## config.mk

```make
export PLATFORM = sky130hd
export DESIGN_NAME = bus_arbiter
export DESIGN_NICKNAME = d
export VERILOG_FILES = /design/src/rtl/bus_arbiter.sv
export SDC_FILE = /design/constraint.sdc
export NUM_CORES = 1
export LEC_CHECK = 0
export CAP_MARGIN = 20
export CELL_PAD_IN_SITES_DETAIL_PLACEMENT = 0
export CELL_PAD_IN_SITES_GLOBAL_PLACEMENT = 1
export CORE_UTILIZATION = 39
export CTS_BUF_LIST = sky130_fd_sc_hd__clkbuf_4 sky130_fd_sc_hd__clkbuf_8
export DETAILED_ROUTE_END_ITERATION = 6
export PLACE_DENSITY_LB_ADDON = 0.15
export SETUP_SLACK_MARGIN = 0.15
export SLEW_MARGIN = 20
export SYNTH_ARGS = -nofsm -noshare
export SYNTH_HDL_FRONTEND = slang
export SYNTH_SLANG_ARGS = --single-unit
```

## constraint.sdc

```tcl
create_clock -name clk -period 4.2 [get_ports clk]
set_input_delay 1.05 -clock clk [delete_from_list [all_inputs] [get_ports clk]]
set_output_delay 1.05 -clock clk [all_outputs]
set_load 0.01 [all_outputs]
```

## src/rtl/bus_arbiter.sv

```systemverilog
// Purpose : round-robin arbiter for the shared memory/IO bus; active-low
//           requests in, one registered active-low grant out, with a forced
//           idle turnaround cycle between successive owners.
// Latency : 1 cycle from sampled request to grant; release at edge t drops
//           the grant at t, and the next grant appears at t+1 (one dead cycle).
// Backpressure: none of its own; requesters wait (req_ held low) until granted,
//           and a withdrawn request is simply forgotten.
//
// Ports:
//   clk       bus clock, rising edge
//   reset     synchronous reset, active-high
//   req_      [NREQ] per-requester request, active-low, level
//   gnt_      [NREQ] per-requester grant, active-low, one-hot-low or all-high
//   owner     [3]    index of current/last granted requester (drives bus mux)
//   busy             high while any grant is asserted
//   hold_cnt  [CNT_WIDTH] cycles the current owner has held the grant, saturating
//
// Build option: define BUS_ARB_PREEMPT_EN to preempt an owner that has held
// the bus for MAXHOLD cycles while another requester is waiting.

module bus_arbiter #(
  parameter int NREQ      = 4,
  parameter int MAXHOLD   = 16,
  parameter int CNT_WIDTH = 5
) (
  input  logic                 clk,
  input  logic                 reset,
  input  logic [NREQ-1:0]      req_,
  output logic [NREQ-1:0]      gnt_,
  output logic [2:0]           owner,
  output logic                 busy,
  output logic [CNT_WIDTH-1:0] hold_cnt
);

  localparam logic [1:0] S_IDLE    = 2'd0;
  localparam logic [1:0] S_GRANT   = 2'd1;
  localparam logic [1:0] S_HANDOFF = 2'd2;

  localparam logic [NREQ-1:0] ONE_HOT0 = NREQ'(1);

  // Elaboration-time parameter sanity checks.
  if (NREQ < 2 || NREQ > 8) begin : g_bad_nreq
    $error("bus_arbiter: NREQ must be in 2..8");
  end
  if ((MAXHOLD >> CNT_WIDTH) != 0) begin : g_bad_cnt
    $error("bus_arbiter: CNT_WIDTH too narrow for MAXHOLD");
  end

  logic [1:0]           state_q, state_d;
  logic [NREQ-1:0]      gnt_q,   gnt_d;
  logic [2:0]           owner_q, owner_d;
  logic [2:0]           ptr_q,   ptr_d;
  logic                 busy_q,  busy_d;
  logic [CNT_WIDTH-1:0] hold_q,  hold_d;

  // Round-robin search: "hi" collects the lowest requester above the pointer,
  // "lo" the lowest at or below it. Any hi hit wins, so the search order is
  // ptr+1 .. NREQ-1, then 0 .. ptr, and the last owner is considered last.
  logic       hi_vld, lo_vld, win_vld;
  logic [2:0] hi_idx, lo_idx, win_idx;

  always_comb begin
    hi_vld = 1'b0;
    hi_idx = '0;
    lo_vld = 1'b0;
    lo_idx = '0;
    for (int i = NREQ - 1; i >= 0; i--) begin
      if (!req_[i]) begin
        if (3'(i) > ptr_q) begin
          hi_vld = 1'b1;
          hi_idx = 3'(i);
        end else begin
          lo_vld = 1'b1;
          lo_idx = 3'(i);
        end
      end
    end
  end

  assign win_vld = hi_vld | lo_vld;
  assign win_idx = hi_vld ? hi_idx : lo_idx;

  // The owner is the only requester whose grant bit is low, so masking req_
  // with gnt_q tells us whether the owner still wants the bus without
  // indexing req_ by owner_q.
  logic owner_rel;
  assign owner_rel = &(req_ | gnt_q);

  logic preempt;
`ifdef BUS_ARB_PREEMPT_EN
  logic others_pend;
  assign others_pend = |(~req_ & gnt_q);
  // >= rather than == so a requester that arrives after the counter has
  // saturated still gets the bus at the next edge.
  assign preempt = others_pend && (hold_q >= CNT_WIDTH'(MAXHOLD - 1));
`else
  assign preempt = 1'b0;
`endif

  always_comb begin
    state_d = state_q;
    gnt_d   = gnt_q;
    owner_d = owner_q;
    ptr_d   = ptr_q;
    busy_d  = busy_q;
    hold_d  = hold_q;
    case (state_q)
      S_IDLE, S_HANDOFF: begin
        if (win_vld) begin
          state_d = S_GRANT;
          gnt_d   = ~(ONE_HOT0 << win_idx);
          owner_d = win_idx;
          ptr_d   = win_idx;
          busy_d  = 1'b1;
          hold_d  = '0;
        end else begin
          state_d = S_IDLE;
        end
      end
      S_GRANT: begin
        if (owner_rel || preempt) begin
          state_d = S_HANDOFF;
          gnt_d   = '1;
          busy_d  = 1'b0;
          hold_d  = '0;
        end else if (hold_q != '1) begin
          hold_d  = hold_q + 1'b1;
        end
      end
      default: begin
        state_d = S_IDLE;
        gnt_d   = '1;
        busy_d  = 1'b0;
        hold_d  = '0;
      end
    endcase
  end

  always_ff @(posedge clk) begin
    if (reset) begin
      state_q <= S_IDLE;
      gnt_q   <= '1;
      owner_q <= '0;
      ptr_q   <= 3'(NREQ - 1);
      busy_q  <= 1'b0;
      hold_q  <= '0;
    end else begin
      state_q <= state_d;
      gnt_q   <= gnt_d;
      owner_q <= owner_d;
      ptr_q   <= ptr_d;
      busy_q  <= busy_d;
      hold_q  <= hold_d;
    end
  end

  assign gnt_     = gnt_q;
  assign owner    = owner_q;
  assign busy     = busy_q;
  assign hold_cnt = hold_q;

endmodule

```

# Word level (Yosys, flattened, before mapping)
# Index checks and enable logic that the tools add are counted.
[word_totals] ff_bits=18 inputBits=6 output_inout_bits=13 word_cells=73
[op_classes] addsub=1 magnitude_cmp=4 n_eq_ne=6 n_shift=1 mux=46 bitwise=3 reduce_logical=6
[op_table] operator="3-bit 2-to-1 mux" n=13
[op_table] operator="1-bit 2-to-1 mux" n=19
[op_table] operator="5-bit 2-to-1 mux" n=3
[op_table] operator="2-bit 2-to-1 mux" n=5
[op_table] operator="5-bit one-hot mux with 2 select lines" n=1
[op_table] operator="4-bit 2-to-1 mux" n=2
[op_table] operator="4-bit one-hot mux with 2 select lines" n=1
[op_table] operator="1-bit by 3-bit greater-than comparator with 1-bit output, first input constant" n=2
[op_table] operator="2-bit by 3-bit greater-than comparator with 1-bit output, first input constant" n=2
[op_table] operator="2-bit AND reduction" n=3
[op_table] operator="5-bit by 1-bit adder with 5-bit output, second input constant" n=1
[op_table] operator="5-bit inequality test, second input constant" n=1
[op_table] operator="2-bit inequality test, second input constant" n=2
[op_table] operator="4-bit NOT" n=1
[op_table] operator="4-bit OR" n=1
[op_table] operator="2-bit one-hot mux with 2 select lines" n=1
[op_table] operator="4-bit AND reduction" n=1
[op_table] operator="1-bit by 3-bit << shifter with 4-bit output, first input constant" n=1
[op_table] operator="3-bit inequality test, second input constant" n=1
[op_table] operator="2-bit by 1-bit equality test with 1-bit output, second input constant" n=1
[op_table] operator="2-bit equality test, second input constant" n=1
[op_table] operator="2-bit zero test" n=1
[op_table] operator="1-bit one-hot mux with 2 select lines" n=1
[op_table] operator="2-bit OR reduction" n=1
[op_table] operator="1-bit OR" n=1

# Depth between registers and ports, before layout
# Gate-level depths: netlist of run 1.
[logic_depth] word_depth=14 mapped_depth=7 mapped_depth_nobuf=7

# Least setup slack after synthesis of run 1
# OpenSTA, ideal clock, no wires.
[synth_path] path_kind="input port to flip-flop" start="input req_[3]" end="register hold_q[3] (netlist: hold_cnt[3])" setup_time_ps=74 arrival_time_ps=2177 required_time_ps=4126 setup_slack_ps=1949 stages=5 path_buffers=1 cell_sequence="buf_6 o22a_4 a21o_1 or4_1 a31oi_1"
[synth_between] elab_chain_len=10 word_cells_on_any_way=22 cone_classes="eq/ne (2); mux (16); bitwise (2); reduce/logical (2)"
[synth_lines] element="start: declaration" line="28" text="input logic [NREQ-1:0] req_,"
[synth_lines] element="1-bit 2-to-1 mux" line="68" text="if (!req_[i]) begin"
[synth_lines] element="1-bit 2-to-1 mux" line="69" text="if (3'(i) > ptr_q) begin"
[synth_lines] element="1-bit 2-to-1 mux" line="68"
[synth_lines] element="1-bit 2-to-1 mux" line="69"
[synth_lines] element="1-bit 2-to-1 mux" line="68"
[synth_lines] element="1-bit 2-to-1 mux" line="69"
[synth_lines] element="1-bit 2-to-1 mux" line="68"
[synth_lines] element="1-bit OR" line="80" text="assign win_vld = hi_vld | lo_vld;"
[synth_lines] element="2-bit inequality test (no source line)"
[synth_lines] element="2-bit AND reduction (no source line)"
[synth_lines] element="end signal: assignment" line="153" text="hold_q <= hold_d;"
[synth_lines] element="end: declaration" line="54" text="logic [CNT_WIDTH-1:0] hold_q, hold_d;"
# Several ways; a longest one is shown, not always the timed one.
# A chain may end at the register's enable or synchronous reset.

# Final worst setup path of run 1
# Same ends and word-level chain as after synthesis.

==> results of run 1 <==
[flip-flops by register name (all words and copies together), names as in the netlist]
name / cells
state_q: 2
busy: 1
owner: 2
hold_cnt: 5
ptr_q: 2
gnt_: 4
[cell usage in the layout (no fill, tap or decap), types with 2 or more instances in the layout]
cell,instances
o32a_1,2
nand2b_1,4
inv_1,2
nand2_1,12
o2111ai_1,2
a211oi_1,2
or2_2,2
nor3_1,2
nand4_1,4
o21ai_0,7
a21oi_1,11
clkbuf_4,3
nand3_1,2
nor2b_1,2
nor2_1,5
ha_1,2
dfxtp_1,16
a31oi_1,2
clkdlybuf4s50_1,17
[worst max-delay path, cell delays in order]
cell and delay [ns]:
clkdlybuf4s50_1 0.54, o22a_4 0.31, a21o_1 0.20, or4_1 0.47, a31oi_1 0.18
[through the flow]
step	hold WS (ns)	setup slack (ns)	total power [mW]	utilization
2_1_floorplan	0.481	1.95	0.218	-
4_1_cts	0.467	1.65	0.348	0.555
3_3_place_gp	0.446	1.38	0.247	0.535
6_report	0.463	1.64	0.345	0.555
3_5_place_dp	0.457	1.35	0.248	0.535
5_1_grt	0.490	1.58	0.364	0.555
[metal layers]
metal,GRT usage,vias to the layer above,routed length (um)
li1,-,393,-
met1,0.287,368,952
met4,0.0514,0,12
met2,0.250,20,775
met3,0.0692,2,87
met5,0,-,0
[cell families (layout without fill, tap and decap cells)]
| kind of cell | after synthesis | in the layout |
|---|---|---|
| AOI/OAI and AO/OA | 33 | 33 |
| adders and majority gates | 2 | 2 |
| buffers and inverters | 5 | 23 |
| DFF | 16 | 16 |
| other | 1 | 1 |
| and+or+nand+nor | 37 | 37 |
[final cells by class]
cell class	instances	share of cell area
timing repair buffer	17	0.169
inverter	2	0.00743
multi-input combinational	73	0.440
tap	25	0.0310
sequential	16	0.317
clock buffer	4	0.0359
[power by group through the flow]
stage	clock (mW)	combinational (mW)	sequential (mW)
3_5_place_dp	0	0.0694	0.178
4_1_cts	0.104	0.0696	0.175
3_3_place_gp	0	0.0690	0.178
6_report	0.100	0.0695	0.175
5_1_grt	0.111	0.0762	0.177
2_1_floorplan	0	0.0394	0.179
[worst min-delay path by stage]
stage	start	endpoint	slack, ns	depth (start not counted)
after floorplan	owner[1]$_SDFFE_PP0P_	owner[1]$_SDFFE_PP0P_	0.48	2
after global placement	owner[1]$_SDFFE_PP0P_	owner[1]$_SDFFE_PP0P_	0.45	2
after detailed placement	owner[1]$_SDFFE_PP0P_	owner[1]$_SDFFE_PP0P_	0.46	2
after CTS	owner[1]$_SDFFE_PP0P_	owner[1]$_SDFFE_PP0P_	0.47	2
after global routing	owner[1]$_SDFFE_PP0P_	owner[1]$_SDFFE_PP0P_	0.49	2
final	owner[1]$_SDFFE_PP0P_	owner[1]$_SDFFE_PP0P_	0.46	2
==> impl_metrics.toml, run 1 <==
[layout]
layout-drive-gt1-share = 0.0714
regArea_um2 = 320
finalNetCount = 121
fillCellCount = 172
final_cells = 137
area_growth_pct = 27.1
finish.instance_area_um2 = 1010
multiInputGateArea_um2 = 444
antenna-diode-count = 0

[yosys]
synth_top_family_by_area = "compound AO/OA/AOI/OAI gates"
syn-instance-count = 94
post-synth-top-count-cell = "dfxtp_1"
synth_xor_area_frac = 0
synth_top_area_cell = "dfxtp_1"
synthMuxAreaShare = 0
synth_top_area_frac = 0.403
synth_fa_ha_area_frac = 0.0315
synth-edff-count = 0
yosys_warnings = 0
synthFlopType = "dfxtp_1"
synthesis.nets = 102
synth_common_cells = "16 x dfxtp_1, 12 x nand2_1, 11 x a21oi_1, 7 x o21ai_0, 5 x nor2_1"
syn_area_um2 = 795
synthDistinctLibCells = 32
ys_seq_area_frac = 0.403
synth_compound_area_frac = 0.287
yosys-top-cells-area = "dfxtp_1 40%, a21oi_1 6.9%, nand2_1 5.7%, o21ai_0 4.4%, ha_1 3.1%"
synthArstFlopShare = 0
avgSynthCellArea_um2 = 8.45
yosys.area_share.simple = 0.236
synth_seq_cells = 16

[floorplanning]
pin_count = 19
core_area_um2 = 1820
dieWidth_um = 47.1
die_h_um = 47.1
row_count = 15
die_area_um2 = 2220
start_util = 0.436

[drt]
first_pass_iters = 4
drc_errors = 0
first_iter_violations = 26
vias_per_cell = 5.72
ant_nets = 0
wirelength_um = 1830
wl_per_cell_um = 13.3
vias = 783

[setup_path]
endpoint = "hold_cnt[3]$_SDFFE_PP0P_"
critPathRequiredTime_ns = 4.40
crit_type = "in2reg"
critPathArrivalTime_ns = 2.76
reg2regPathDepth = 7
critPathLaunch = "req_[3]"
critPathMaxFanout = 8
r2r_setup_slack_ns = 2.33
rr_endpoint = "hold_cnt[3]$_SDFFE_PP0P_"
start_kind = "input pin"
crit_path_end_kind = "flip-flop"
rr_startpoint = "hold_cnt[0]$_SDFFE_PP0P_"

[timing]
fin_setup_tns_ns = 0
setup_viol = 0
rsz0062_at_grt = "no"
fin_skew_ns = 0.00751
min_period_over_period = 0.608
fin_crit_ns = 2.56
slew_violations = 0
fmax_mhz = 391
finalHoldViolCount = 0

[status]
outcome = "finished, final reports clean"

[place]
numPortBuffers = 17
dpl-instance-area_um2 = 973
placed_cells = 133
globalplace.congestion = 0.888
hpwl_um = 1400

[clocking]
clk_path_buf_depth = 2
cts_sinks = 16
cts_tree = "yes"
clk_pin_slew_worst_paths_ns = 0.08
post_cts_buffers = 0
cts-resized-gates = 0
cts.root.buffer_cell = "clkbuf_4"
hold_buffers = 0
clock_latency_ns = 0.29
h-tree-depth = 1
cts_buffers = 3

[pwr]
seqPwrFrac = 0.508
swShare = 0.273
p_leak_nw = 0.356
ir_worst_vdd_mv = 0.287
intPower_mw = 0.251
clkPwrFrac = 0.290
power-per-cell-area_nw_per_um2 = 342
netSwitchingPower_mw = 0.0942
p_comb_frac = 0.202

[grt]
overflow = 0
grt_max_degree = 13
antenna_found_initial = 0
grt_use_total = 0.190
grt_pass1_wl_um = 2910
grt_pass1_vias = 640

[job]
maxCapViolations = 0

[hold_path]
hold_path.class = "reg2reg"
Note: power is estimated with default switching activity, not from simulation.
==> run 2, diff against run 1 <==
--- a/config.mk
+++ b/config.mk
@@ -8,7 +8,7 @@
 export CAP_MARGIN = 20
 export CELL_PAD_IN_SITES_DETAIL_PLACEMENT = 0
 export CELL_PAD_IN_SITES_GLOBAL_PLACEMENT = 1
-export CORE_UTILIZATION = 39
+export CORE_UTILIZATION = 33
 export CTS_BUF_LIST = sky130_fd_sc_hd__clkbuf_4 sky130_fd_sc_hd__clkbuf_8
 export DETAILED_ROUTE_END_ITERATION = 6
 export PLACE_DENSITY_LB_ADDON = 0.15
==> constraint.sdc (replaced) <==
create_clock -name clk -period 2.35 [get_ports clk]
set_input_delay 0.5875 -clock clk [delete_from_list [all_inputs] [get_ports clk]]
set_output_delay 0.5875 -clock clk [all_outputs]
set_load 0.01 [all_outputs]
==> run 2 against run 1 <==
Effect of this change:
- clock skew fell by 0.0057 ns
- register-to-register slack worse by 1.9 ns
- setup slack worse by 1.3 ns
- non-clock buffer count is 8 higher
==> impl_metrics.toml, run 2 (same netlist as run 1, synthesis figures left out) <==
[layout]
antenna-diode-count = 0
area_growth_pct = 35.1
layout-drive-gt1-share = 0.133
largest_register_ffs = 5
mostFrequentLayoutCell = "clkdlybuf4s50_1"
fillCellCount = 229
most-common-layout-cells = "17 x clkdlybuf4s50_1, 16 x dfxtp_1, 12 x nand2_1, 11 x a21oi_1, 8 x buf_4"
finalNetCount = 129

[clocking]
h-tree-depth = 1
cts_tree = "yes"
clock_latency_ns = 0.29
clk_pin_slew_worst_paths_ns = 0.09
cts_sinks = 16
cts.root.buffer_cell = "clkbuf_4"
clk_path_buf_depth = 2
post_cts_buffers = 0
hold_buffers = 0
cts_buffers = 3
cts-resized-gates = 0

[timing]
finalHoldViolCount = 0
min_period_over_period = 0.842
rsz0062_at_grt = "no"
layout_setup_ws_ns = 0.372
fin_skew_ns = 0.00180
fmax_mhz = 505
slew_violations = 0
fin_crit_ns = 1.98
setup_viol = 0
fin_setup_tns_ns = 0

[job]
maxCapViolations = 0

[floorplanning]
start_util = 0.356
core_area_um2 = 2230
pin_count = 19
die_area_um2 = 2610
row_count = 17
die_h_um = 51.1
dieWidth_um = 51.1

[setup_path]
critPathRequiredTime_ns = 2.58
crit_path_end_kind = "flip-flop"
critPathArrivalTime_ns = 2.20
crit_type = "in2reg"
critPathMaxFanout = 6
start_kind = "input pin"

[grt]
grt_pass1_vias = 735
grt_max_degree = 10
antenna_found_initial = 0
grt_pass1_wl_um = 3340
grt_use_total = 0.176
overflow = 0

[drt]
first_iter_violations = 27
wirelength_um = 1930
first_pass_iters = 4
ant_nets = 0
vias = 794
drc_errors = 0
vias_per_cell = 5.36
wl_per_cell_um = 13.0

[status]
outcome = "finished, final reports clean"

[pwr]
ir_worst_vdd_mv = 0.520
p_leak_nw = 0.395
power-per-cell-area_nw_per_um2 = 588

[place]
numPortBuffers = 17
globalplace.congestion = 0.819
hpwl_um = 1490
preCtsSetupSlack_ns = 0.0718

[hold_path]
hold_path.class = "reg2reg"
## run 2: worst paths after layout
| check | start | to | slack [ns] | cells past startpoint |
|---|---|---|---|---|
| setup / recovery | req_[1] | hold_cnt[3]$_SDFFE_PP0P_ | 0.37 | 5 |
| hold / removal | owner[1]$_SDFFE_PP0P_ | owner[1]$_SDFFE_PP0P_ | 0.47 | 2 |
| setup reg to reg | hold_cnt[0]$_SDFFE_PP0P_ | hold_cnt[3]$_SDFFE_PP0P_ | 0.48 | 7 |
| hold reg to reg | owner[1]$_SDFFE_PP0P_ | owner[1]$_SDFFE_PP0P_ | 0.47 | 2 |
## run 2: worst max-delay path: stages
cell and delay (ns):
clkdlybuf4s50_1 0.49, o22a_1 0.28, a21o_1 0.21, or4_1 0.47, a31oi_1 0.16
## run 2: metal layers
layer,part of all wire,vias to the layer above,global-route usage,routed length [um]
met5,0,-,0,0
met4,0.012,0,0.0648,23
met3,0.048,5,0.0655,93
met2,0.42,17,0.257,811
met1,0.52,369,0.235,1000
li1,-,403,-,-
## run 2: report_power, final
group	internal [mW]	switching [mW]	total [mW]	leakage, nW
Clock	0.0945	0.0891	0.184	0.0210
Combinational	0.0714	0.0648	0.136	0.243
Sequential	0.292	0.0201	0.312	0.131
Total	0.458	0.174	0.632	0.395
## run 2: per-stage QoR
stage / instances / utilization / hold WS (ns) / area [um^2] / total power [mW]
after floorplan: 94 / - / 0.481 / 795 / 0.390
after global placement: 144 / 0.464 / 0.448 / 1040 / 0.454
after detailed placement: 144 / 0.464 / 0.457 / 1040 / 0.453
after CTS: 148 / 0.481 / 0.473 / 1070 / 0.639
after global routing: 148 / 0.481 / 0.494 / 1070 / 0.675
final: 148 / 0.481 / 0.467 / 1070 / 0.632
## run 2: final cells by class
class                           instances  area (um^2)  area share
Multi-Input combinational cell         73          444       0.414
Sequential cell                        16          320       0.298
Timing Repair Buffer                   25          230       0.214
Clock buffer                            4         36.3      0.0338
Tap cell                               28         35.0      0.0326
Inverter                                2         7.51     0.00699
==> run 3, diff against run 2 <==
--- a/config.mk
+++ b/config.mk
@@ -8,7 +8,7 @@
 export CAP_MARGIN = 20
 export CELL_PAD_IN_SITES_DETAIL_PLACEMENT = 0
 export CELL_PAD_IN_SITES_GLOBAL_PLACEMENT = 1
-export CORE_UTILIZATION = 33
+export CORE_UTILIZATION = 37
 export CTS_BUF_LIST = sky130_fd_sc_hd__clkbuf_4 sky130_fd_sc_hd__clkbuf_8
 export DETAILED_ROUTE_END_ITERATION = 6
 export PLACE_DENSITY_LB_ADDON = 0.15
==> constraint.sdc (replaced) <==
create_clock -name clk -period 1.95 [get_ports clk]
set_input_delay 0.4875 -clock clk [delete_from_list [all_inputs] [get_ports clk]]
set_output_delay 0.4875 -clock clk [all_outputs]
set_load 0.01 [all_outputs]
==> run 3 against run 2 <==
Effect of this change:
- final cell count increased by 3.4%
- clock power increased by 21%
- total power increased by 23%
- first-iteration DRC count shrank 26%
- non-clock buffer count rose by 6
- sequential power is 21% higher
- largest power group unchanged
- clock skew rose by 0.0087 ns
- combinational power grew 32%
- hold slack gained 0.0015 ns
- critical endpoint unchanged
==> impl_metrics.toml, run 3 (same netlist as run 1, synthesis figures left out) <==
[status]
outcome = "finished, final reports clean"

[drt]
vias = 833
ant_nets = 0
wl_per_cell_um = 13.0
wirelength_um = 1990
drc_errors = 0
first_iter_violations = 20
vias_per_cell = 5.44
first_pass_iters = 4

[setup_path]
cpLargestDelayFamily = "compound AO/OA/AOI/OAI gates"
worstPathCellList = "clkdlybuf4s50_1 -> o22a_1 -> a21o_1 -> or4_1 -> a31oi_1"
crit_path_end_kind = "flip-flop"
slowest_delay_ns = 0.46
cp_slowest_cell = "or4_1"
r2r_setup_slack_ns = 0.22
crit_type = "in2reg"
critPathBufInv = 1
critPathRequiredTime_ns = 2.18
critPathArrivalTime_ns = 1.97
critPathMaxFanout = 3
start_kind = "input pin"

[floorplanning]
die_area_um2 = 2340
row_count = 16
core_area_um2 = 1980
pin_count = 19
dieWidth_um = 48.3
die_h_um = 48.3
start_util = 0.401

[layout]
regArea_um2 = 325
finalNetCount = 135
fillCellCount = 191
most-common-layout-cells = "15 x clkdlybuf4s50_1, 14 x dfxtp_1, 14 x buf_4, 12 x nand2_1, 11 x a21oi_1"
antenna-diode-count = 0
area_growth_pct = 41.9
largest_register_ffs = 5
layout-drive-gt1-share = 0.214
mostFrequentLayoutCell = "clkdlybuf4s50_1"
multiInputGateArea_um2 = 452
fin_util = 0.569

[place]
numPortBuffers = 17
hpwl_um = 1540
globalplace.congestion = 0.764

[timing]
fmax_mhz = 575
fin_crit_ns = 1.74
rsz0062_at_grt = "yes"
slew_violations = 0
finalHoldViolCount = 0
setup_viol = 0
fin_skew_ns = 0.0105
worst_hold_slack_ns = 0.468
min_period_over_period = 0.892

[pwr]
swShare = 0.278
seqPwrFrac = 0.483
p_leak_nw = 0.425
p_comb_frac = 0.232
ir_worst_vdd_mv = 0.534
netSwitchingPower_mw = 0.216
intPower_mw = 0.561
power-per-cell-area_nw_per_um2 = 689
clkPwrFrac = 0.285

[grt]
busiest_layer = "met2"
antenna_found_initial = 0
grt_max_degree = 10
grt_pass1_vias = 775
met2_usage = 0.293
grt_pass1_wl_um = 3420
grt_util_met3 = 0.0472
met1_usage = 0.249
overflow = 0
grt_use_total = 0.184

[clocking]
cts_sinks = 16
clock_latency_ns = 0.29
clk_path_buf_depth = 2
cts_tree = "yes"
cts.root.buffer_cell = "clkbuf_4"
post_cts_buffers = 0
clk_pin_slew_worst_paths_ns = 0.10
h-tree-depth = 1
cts_buffers = 3
hold_buffers = 0

[job]
maxCapViolations = 0

[hold_path]
hold_path.class = "reg2reg"
-- run 3: cell types whose count changed in the layout (fill, tap and decap cells not counted), sizes merged --
cell           previous run  this run
clkdlybuf4s50            17        15
buf                       8        14
dlygate4sd2               0         2
-- run 3: final timing paths --
kind	from	end	depth (start not counted)
max	req_[1]	hold_cnt[3]$_SDFFE_PP0P_	5
min	owner[1]$_SDFFE_PP0P_	owner[1]$_SDFFE_PP0P_	2
max reg2reg	hold_cnt[0]$_SDFFE_PP0P_	hold_cnt[3]$_SDFFE_PP0P_	7
min reg2reg	owner[1]$_SDFFE_PP0P_	owner[1]$_SDFFE_PP0P_	2
-- run 3: timing repair --
| action | 4_1_cts | 5_1_grt |
|---|---|---|
| pin swaps | 0 | 1 |
| cloned | 0 | 0 |
| resized for setup | 3 | 5 |
| setup endpoints to repair | 1 | 5 |
-- run 3: layout make-up --
type / instances / area share
multi-input combinational: 73 / 0.401
sequential: 16 / 0.289
timing repair buffer: 31 / 0.242
clock buffer: 4 / 0.0322
tap: 27 / 0.0300
inverter: 2 / 0.00666
-- run 3: power groups by stage --
stage	Sequential, mW	Clock [mW]	Combinational [mW]
after floorplan	0.385	0	0.0848
after detailed placement	0.384	0	0.179
after global routing	0.381	0.247	0.194
final	0.376	0.222	0.180
after global placement	0.382	0	0.177
after CTS	0.376	0.230	0.179
-- run 3: tightest hold or removal path: cells and delay by family (launching register included) --
kind | cells | cell delay (ns)
AO/OA/AOI/OAI | 1 | 0.05
flip-flops | 1 | 0.32
AND/OR/NAND/NOR | 1 | 0.05
-- run 3: per-layer routing --
layer | vias up | share of wire
li1 | 421 | -
met5 | - | 0
met1 | 386 | 0.49
met4 | 0 | 0.0095
met3 | 4 | 0.053
met2 | 22 | 0.44
-- run 3: per-stage QoR --
step                instance area (um^2)  TNS [ns]  total power [mW]  std cells  setup slack [ns]
finish                              1130         0             0.777        153             0.210
global route                        1130         0             0.821        153             0.121
CTS                                 1120         0             0.785        153             0.168
detailed placement                  1080     -1.07             0.562        149            -0.190
global placement                    1080    -0.707             0.559        149            -0.139
floorplan                            795         0             0.470         94             0.240
